==> config.mk <==
export PLATFORM = sky130hd
export DESIGN_NAME = pwm_duty_ramp
export DESIGN_NICKNAME = d
export VERILOG_FILES = /design/src/rtl/pwm_pkg.sv /design/src/rtl/sat_step.sv /design/src/rtl/pwm_duty_ramp.sv
export SDC_FILE = /design/constraint.sdc
export NUM_CORES = 1
export LEC_CHECK = 0
export BUFFER_PORTS_ARGS = -buffer_cell sky130_fd_sc_hd__buf_2
export CAP_MARGIN = 20
export CORE_MARGIN = 3
export CORE_UTILIZATION = 40
export DETAILED_ROUTE_END_ITERATION = 6
export GPL_TIMING_DRIVEN = 1
export SLEW_MARGIN = 20
export SYNTH_ARGS = -nofsm -noshare
export SYNTH_HDL_FRONTEND = slang
export SYNTH_SLANG_ARGS = --single-unit
==> constraint.sdc <==
create_clock -name clk -period 9.93 [get_ports clk]
set_clock_uncertainty 0.2 [all_clocks]
set_input_delay 0.993 -clock clk [delete_from_list [all_inputs] [get_ports clk]]
set_output_delay 0.993 -clock clk [all_outputs]
set_load 0.02 [all_outputs]
==> src/rtl/pwm_pkg.sv <==
// pwm_pkg: shared types and constants for the PWM duty-ramp sequencer.
//   ramp_state_e : sequencer state encoding, also exported on state_o
//   PWM_W        : default width of period/duty values
//   PWM_HOLD_W   : default width of the dwell (hold) counter
//   DIR_UP/DOWN  : direction select for the saturating step unit
package pwm_pkg;

   localparam int PWM_W      = 32;
   localparam int PWM_HOLD_W = 16;

   typedef enum logic [2:0] {
      IDLE      = 3'd0,
      RAMP_UP   = 3'd1,
      HOLD_HI   = 3'd2,
      RAMP_DOWN = 3'd3,
      HOLD_LO   = 3'd4
   } ramp_state_e;

   localparam logic DIR_UP   = 1'b1;
   localparam logic DIR_DOWN = 1'b0;

endpackage

==> src/rtl/sat_step.sv <==
// sat_step: combinational saturating duty step with period clamp.
//   duty_i      : current duty
//   step_i      : step size (0 behaves as 1)
//   period_i    : upper bound for duty
//   dir_i       : DIR_UP adds the step, DIR_DOWN subtracts it
//   duty_o      : next duty, always within [0, period_i]
//   hit_limit_o : the step reached period_i (up) or 0 (down)
module sat_step
   import pwm_pkg::*;
#(
   parameter int W = PWM_W
) (
   input  logic [W-1:0] duty_i,
   input  logic [W-1:0] step_i,
   input  logic [W-1:0] period_i,
   input  logic         dir_i,
   output logic [W-1:0] duty_o,
   output logic         hit_limit_o
);

   logic [W-1:0] clamped;
   logic [W-1:0] step_eff;
   logic [W:0]   sum;

   always_comb begin
      // A period that shrank below the current duty pulls duty down first,
      // so the step is applied to a value that is already in range.
      clamped  = (duty_i > period_i) ? period_i : duty_i;
      step_eff = (step_i == '0) ? W'(1) : step_i;
      // One extra bit so duty+step can never wrap around.
      sum      = {1'b0, clamped} + {1'b0, step_eff};

      duty_o      = clamped;
      hit_limit_o = 1'b0;
      if (dir_i == DIR_UP) begin
         if (sum >= {1'b0, period_i}) begin
            duty_o      = period_i;
            hit_limit_o = 1'b1;
         end else begin
            duty_o = sum[W-1:0];
         end
      end else begin
         if (clamped <= step_eff) begin
            duty_o      = '0;
            hit_limit_o = 1'b1;
         end else begin
            duty_o = clamped - step_eff;
         end
      end
   end

endmodule

==> src/rtl/pwm_duty_ramp.sv <==
// pwm_duty_ramp: "breathing" duty sequencer feeding the PWM core.
// Ramps duty up to the period, dwells, ramps down to 0, dwells, repeats.
// Duty only moves on the PWM core's end-of-period pulse so each PWM
// period sees one constant duty.
//   clk          : system clock
//   rst_n        : synchronous active-low reset
//   enable       : run the sequencer; low returns to IDLE with duty 0
//   period_i     : current PWM period, upper bound for duty
//   step_i       : duty change per PWM period (0 behaves as 1)
//   hold_i       : extra PWM periods to dwell at each extreme
//   co_i         : end-of-period pulse from the PWM core
//   duty_o       : registered duty to the PWM core
//   state_o      : current ramp_state_e encoding
//   cycle_done_o : one-cycle pulse when a full breath completes
module pwm_duty_ramp
   import pwm_pkg::*;
#(
   parameter int W  = PWM_W,
   parameter int HW = PWM_HOLD_W
) (
   input  logic          clk,
   input  logic          rst_n,
   input  logic          enable,
   input  logic [W-1:0]  period_i,
   input  logic [W-1:0]  step_i,
   input  logic [HW-1:0] hold_i,
   input  logic          co_i,
   output logic [W-1:0]  duty_o,
   output logic [2:0]    state_o,
   output logic          cycle_done_o
);

   ramp_state_e   state_q, state_d;
   logic [W-1:0]  duty_q,  duty_d;
   logic [HW-1:0] cnt_q,   cnt_d;
   logic          done_q,  done_d;

   logic [W-1:0]  step_duty;
   logic          step_hit;
   logic          step_dir;
   logic [W-1:0]  duty_clamped;

   // HOLD_LO exits by stepping up, HOLD_HI exits by stepping down, so the
   // single step unit follows the direction of the move that can occur next.
   assign step_dir     = (state_q == RAMP_UP || state_q == HOLD_LO) ? DIR_UP : DIR_DOWN;
   assign duty_clamped = (duty_q > period_i) ? period_i : duty_q;

   sat_step #(
      .W (W)
   ) u_sat_step (
      .duty_i      (duty_q),
      .step_i      (step_i),
      .period_i    (period_i),
      .dir_i       (step_dir),
      .duty_o      (step_duty),
      .hit_limit_o (step_hit)
   );

   // State register
   always_ff @(posedge clk) begin
      if (!rst_n) begin
         state_q <= IDLE;
         duty_q  <= '0;
         cnt_q   <= '0;
         done_q  <= 1'b0;
      end else begin
         state_q <= state_d;
         duty_q  <= duty_d;
         cnt_q   <= cnt_d;
         done_q  <= done_d;
      end
   end

   // Next-state logic
   always_comb begin
      state_d = state_q;
      duty_d  = duty_q;
      cnt_d   = cnt_q;
      done_d  = 1'b0;

      if (!enable) begin
         // enable outranks a coincident co_i
         state_d = IDLE;
         duty_d  = '0;
         cnt_d   = '0;
      end else begin
         case (state_q)
            IDLE: begin
               state_d = RAMP_UP;
               duty_d  = '0;
            end
            RAMP_UP: begin
               if (co_i) begin
                  duty_d = step_duty;
                  if (step_hit) begin
                     state_d = HOLD_HI;
                     cnt_d   = hold_i;
                  end
               end
            end
            HOLD_HI: begin
               if (co_i) begin
                  if (cnt_q != '0) begin
                     cnt_d  = cnt_q - HW'(1);
                     duty_d = duty_clamped;
                  end else begin
                     // First decrement rides on the exit edge, giving
                     // hold_i+1 periods at the top.
                     state_d = RAMP_DOWN;
                     duty_d  = step_duty;
                  end
               end
            end
            RAMP_DOWN: begin
               if (co_i) begin
                  duty_d = step_duty;
                  if (step_hit) begin
                     state_d = HOLD_LO;
                     cnt_d   = hold_i;
                  end
               end
            end
            HOLD_LO: begin
               if (co_i) begin
                  if (cnt_q != '0) begin
                     cnt_d  = cnt_q - HW'(1);
                     duty_d = duty_clamped;
                  end else begin
                     state_d = RAMP_UP;
                     duty_d  = step_duty;
                     done_d  = 1'b1;
                  end
               end
            end
            default: begin
               state_d = IDLE;
               duty_d  = '0;
               cnt_d   = '0;
            end
         endcase
      end
   end

   // Outputs
   always_comb begin
      duty_o       = duty_q;
      state_o      = state_q;
      cycle_done_o = done_q;
   end

endmodule

## Yosys cells after proc, flatten, opt, wreduce, memory -nomap -nowiden

Index checks and enable logic that the tools add are counted.
Widths: inputs -> output; s select.

| word-level totals | value |
|---|---|
| register bits after elaboration | 52 |
| input bits | 84 |
| output and inout port bits | 36 |
| logic and storage cells | 66 |

| operators by class | value |
|---|---|
| add/sub/neg operators | 3 |
| $lt $le $gt $ge | 3 |
| eq/ne operators | 16 |
| multiplexer cells | 28 |
| bitwise gates (word level) | 1 |
| reduce and logical (&&, ||, !) cells | 11 |

Operators with widths:

| kind | count |
|---|---|
| $mux 32 | 8 |
| $mux 16 | 4 |
| $pmux 32 s2 | 1 |
| $pmux 16 s3 | 1 |
| $add 32x32->33 | 1 |
| $ge 33x32->1 | 1 |
| $gt 32x32->1 | 1 |
| $le 32x32->1 | 1 |
| $logic_not 32->1 | 1 |
| $sub 32x32->32 | 1 |
| $mux 3 | 8 |
| $ne 2x2->1 const B | 8 |
| $reduce_bool 16->1 | 1 |
| $sub 16x1->16 const B | 1 |
| $pmux 3 s5 | 1 |
| $ne 2x1->1 const B | 4 |
| $reduce_and 8->1 | 1 |
| $eq 3x2->1 const B | 2 |
| $mux 1 | 5 |
| $reduce_and 5->1 | 1 |
| $reduce_and 2->1 | 2 |
| $reduce_and 4->1 | 1 |
| $reduce_or 2->1 | 2 |
| $eq 3x1->1 const B | 1 |
| other kinds (4) | 4 |

## Longest topological paths before layout

| depth | value |
|---|---|
| depth after elaboration | 9 |
| depth in mapped cells | 34 |
| mapped depth without buffers | 30 |

## By module

Synthesis repeated with hierarchy kept, for this count alone.

| unflattened totals | value |
|---|---|
| cell total of the unflattened synthesis | 1335 |
| area total of the unflattened synthesis | 9887.0 µm² |

Modules (own cells, without submodules):

| module | times used | cells each | area an instance (µm²) | seq. area each (µm²) |
|---|---|---|---|---|
| sat_step | 1 | 867 | 6112.1 | 0.0 |
| pwm_duty_ramp | 1 | 468 | 3774.9 | 1041.0 |

## Worst setup path after synthesis

No wires, ideal clock.

| timing path | value |
|---|---|
| path kind | input-to-reg |
| start | input period_i[17] |
| end | register cnt_q[5] |
| setup time | 0.116 ns |
| arrival time | 7.078 ns |
| data required time | 9.614 ns |
| setup slack | 2.536 ns |
| stages | 30 |
| path buffers | 1 |
| cell sequence | inv_1 -> ha_1 -> a211oi_1 -> o21bai_1 -> a21oi_1 -> nor2_1 -> o41a_1 -> o21ai_2 -> mux2_2 -> ha_1 -> fa_1 -> nor2b_1 -> o211ai_2 -> a211oi_2 -> o21ai_2 -> o41ai_2 -> a32o_1 -> nor3_1 -> xor2_1 -> ha_1 -> a211o_1 -> o211ai_1 -> a21oi_1 -> o31ai_1 -> nand3_1 -> o31a_1 -> a211oi_2 -> a31oi_4 -> buf_4 -> a31o_2 |

| on the way | value |
|---|---|
| longest elaborated chain between the ends | 8 |
| elaborated cells between the ends (all ways) | 10 |
| those cells by class | add/sub (1); order compare (3); eq/ne (1); mux (4); reduce/logical (1) |

Ends and longest elaborated chain:

| element | line | RTL |
|---|---|---|
| start, declared | pwm_duty_ramp.sv:24 | `input logic [W-1:0] period_i,` |
| $gt 32x32->1 | sat_step.sv:28 | `clamped = (duty_i > period_i) ? period_i : duty_i;` |
| $mux 32 | sat_step.sv:28 |  |
| $add 32x32->33 | sat_step.sv:31 | `sum = {1'b0, clamped} + {1'b0, step_eff};` |
| $ge 33x32->1 | sat_step.sv:36 | `if (sum >= {1'b0, period_i}) begin` |
| $mux 1 | sat_step.sv:36 |  |
| $mux 1 (*) | sat_step.sv:35 | `if (dir_i == DIR_UP) begin` |
| $ne 2x1->1 (no line) (*) | -- |  |
| $reduce_and 5->1 (no line) (*) | -- |  |
| end signal, assigned | pwm_duty_ramp.sv:69 | `cnt_q <= cnt_d;` |
| end, declared | pwm_duty_ramp.sv:35 | `logic [HW-1:0] cnt_q, cnt_d;` |

Every way passes the cells marked *; elsewhere a longest branch is shown, timed or not.
A chain may end at the register's enable or synchronous reset.

## Worst setup path after layout

| timing path | value |
|---|---|
| start | input period_i[14] |
| end | register duty_q[26], in the netlist duty_o[26] |

| on the way | value |
|---|---|
| longest elaborated chain between the ends | 9 |
| elaborated cells between the ends (all ways) | 13 |
| those cells by class | add/sub (2); order compare (3); mux (8) |

Ends and longest elaborated chain:

| element | line | RTL |
|---|---|---|
| $gt 32x32->1 | sat_step.sv:28, pwm_duty_ramp.sv:46 |  |
| $mux 32 | sat_step.sv:28, pwm_duty_ramp.sv:46 |  |
| $add 32x32->33 | sat_step.sv:31 |  |
| $ge 33x32->1 | sat_step.sv:36 |  |
| $mux 32 | sat_step.sv:36 |  |
| $mux 32 | sat_step.sv:35 |  |
| $mux 32 | pwm_duty_ramp.sv:103, pwm_duty_ramp.sv:125 |  |
| $mux 32 | pwm_duty_ramp.sv:102 | `if (co_i) begin` |
| $pmux 32 s2 (*) | pwm_duty_ramp.sv:87 | `case (state_q)` |
| end signal, assigned | pwm_duty_ramp.sv:68 | `duty_q <= duty_d;` |
| end, declared | pwm_duty_ramp.sv:34 | `logic [W-1:0] duty_q, duty_d;` |

Every way passes the cells marked *; elsewhere a longest branch is shown, timed or not. The select of a mux whose other input is x is not followed.

==> flow_summary.ini <==
[synth]
synth_xor_area_frac = 0.0574
yosysUniqueCellTypes = 84
synthArstFlopShare = 0
synth_edf_count = 0
synthAdderAreaFrac = 0.187
synth_mux_area_frac = 0.00608
ys_seq_area_frac = 0.118
syn_inst = 1257
synth_top_family_by_area = compound AO/OA/AOI/OAI gates
synth_top_cell_by_area = ha_1
ys_ff_latch = 52
synth_area_sq_mm = 0.00885
synth_compound_area_frac = 0.340
synthesis.nets = 1472
ys.flop_type = dfxtp_1
ys_warn_count = 0
avgSynthCellArea_sq_um = 7.04
synth_top_area_frac = 0.182
synthSimpleGateAreaFrac = 0.199
synth.top_cells.by_area = ha_1, dfxtp_1, a21oi_1

[worst_setup_path]
slowest_delay_ps = 550
regToRegStartpoint = duty_o[14]
slowest_stage = and2_1
reg2reg_slack_ps = 1350
reg2reg_to = duty_o[26]
worstPathArrival_ps = 9100
rr_worst_depth = 29
start_kind = input pin
path_max_fanout = 27
crit_required_ps = 9960
crit_buf_inv = 5
worstSetupEndpointType = register
endpoint = duty_o[26]
critical_path_class = input pin to register
critPathTopFamily = compound AO/OA/AOI/OAI gates
worst-path-stages = 31
critPathLaunch = period_i[14]

[route]
met1_length_um = 15700
drc = 0
vias = 9676
wl_met2_um = 14700
viasPerCell = 6.13
drt_wl_total_um = 33700
drt-pass1-iter-count = 7
drtIter0Drc = 946
top_layer = met4
ant_nets = 0
wl_met3_um = 2260
routedWlPerCell_um = 21.4

[timing]
fin_ws_ps = 860
fin_crit_sh = 0.913
grt_setup_unrepaired = no
finalHoldViolations = 0
fmax_mhz = 110
slew_violations = 0
worstMarginPinSlew_ps = 1070
setup_viol = 0
finalSetupTns_ps = 0
slew_headroom = 0.288
min_period_ps = 9070

[floorplan]
die_area_sq_mm = 0.0239
start_util = 0.414
rows = 53
die_h_um = 155
ios = 120
fp.dieW_um = 155
core_sq_mm = 0.0214

[clock_network]
ctsLongestPathBuffers = 2
cts_resized = 0
cts_hold_buf = 0
root_buffer = clkbuf_16
cts_tree = done
clk_pin_slew_ps = 80
cts_setup_buffers = 0
cts_buffers = 5
cts.sinks = 52
htreeDepth = 2
clock_latency_ps = 320

[hold_path]
hp-class = register to register
hold_path_depth = 1

[pwr]
p_leak_nw = 4.35
ir_worst_vdd_mv = 0.0648
powerDensity_mw_per_mm2 = 74.4
p_total_uw = 720

[global_routing]
antenna_found_initial = 0
grt.overflow.total = 0
grt_pass1_wl_um = 51600
grt_usage = 0.270
grt_pass1_vias = 8996
grt_max_degree = 38

[placed_design]
port_buffers = 119
hpwl_um = 25900
place.gp.congestion = 0.979
pre_cts_slack_ps = 760

[finish]
syn_to_final_growth_pct = 9.26
antenna_cells = 0
layout-drive-gt1-share = 0.147
nets = 1517
final_core_util = 0.453

[flow_run]
drv_cap = 0

[status]
status = complete, no violations
## power by group
part           switching, mW  leakage [nW]  internal [mW]  total [mW]
Sequential           0.00512         0.420          0.212       0.217
Combinational          0.189          3.86          0.105       0.294
Clock                  0.112        0.0708         0.0965       0.208
## layout by cell type, fill, tap and decap left out, types with 24 or more instances in the layout
cell        n
a21oi_1   120
a221oi_1   25
buf_2     119
dfxtp_1    52
ha_1      129
inv_1      95
nand2_1   104
nand3_1    26
nand4_1    24
nor2_1    107
o21ai_0    97
xnor2_1    47
## cell usage after synthesis (7+ instances only)
| cell | count |
|---|---|
| ha_1 | 129 |
| a21oi_1 | 121 |
| nor2_1 | 108 |
| nand2_1 | 104 |
| o21ai_0 | 98 |
| inv_1 | 95 |
| clkbuf_1 | 62 |
| dfxtp_1 | 52 |
| xnor2_1 | 47 |
| buf_2 | 29 |
| nand3_1 | 26 |
| a221oi_1 | 25 |
| nand4_1 | 24 |
| nor3_1 | 22 |
| a21o_1 | 19 |
| a22oi_1 | 19 |
| nor4_1 | 19 |
| nor2b_1 | 18 |
| a211oi_1 | 16 |
| nand2b_1 | 13 |
| a31oi_1 | 12 |
| o21bai_1 | 11 |
| xor2_1 | 11 |
| o22ai_1 | 10 |
| a32o_1 | 9 |
| and2_1 | 9 |
| o221ai_1 | 9 |
| a211o_1 | 7 |
| o211ai_1 | 7 |
| o31ai_1 | 7 |
## layout make-up
class	instances	area [sq um]
fill	2269	11700
multi-input combinational	1004	7010
sequential	52	1040
timing repair buffer	140	753
inverter	99	372
tap	275	344
clock buffer	5	125
clock inverter	3	25.0
## how the worst min path moves through the flow
stage	from	to	slack, ps
5_1_grt	cnt_q[3]	cnt_q[3]	330
6_report	cnt_q[15]	cnt_q[15]	310
4_1_cts	cnt_q[15]	cnt_q[15]	320
3_3_place_gp	cnt_q[12]	cnt_q[12]	290
3_5_place_dp	cnt_q[15]	cnt_q[15]	300
2_1_floorplan	cnt_q[15]	cnt_q[15]	270
## worst reg2reg max path, delay by kind of cell, from the launching register on
| kind | cells | cell delay, ps |
|---|---|---|
| fa+ha+maj | 3 | 1180 |
| simple gates | 7 | 2080 |
| buf+inv | 3 | 630 |
| mux | 1 | 410 |
| xor+xnor | 1 | 140 |
| compound gates | 14 | 3510 |
| flops | 1 | 350 |
## sequential cells by signal, summed over array words and instances (netlist names)
name and count:
cnt_q 16, cycle_done_o 1, duty_o 32, state_o 3
## cells by family after synthesis
family	count (synthesis)
AOI/OAI and AO/OA	440
adders and majority gates	131
muxes	5
xor gates and xnor gates	58
buffers and inverters	201
and+or+nand+nor	370
DFF	52
## stage by stage
step / hold WS, ps / area [sq um] / instances
3_3_place_gp: 288 / 9520 / 1570
5_1_grt: 334 / 9670 / 1578
4_1_cts: 319 / 9670 / 1578
2_1_floorplan: 270 / 8850 / 1257
6_report: 314 / 9670 / 1578
3_5_place_dp: 299 / 9520 / 1570
## routing by layer
| metal | GRT usage | vias up |
|---|---|---|
| met2 | 0.410 | 405 |
| met1 | 0.388 | 4529 |
| met5 | 0 | - |
| met4 | 0.0938 | 0 |
| li1 | - | 4674 |
| met3 | 0.0422 | 68 |
Power figures use the tool's default switching activity.
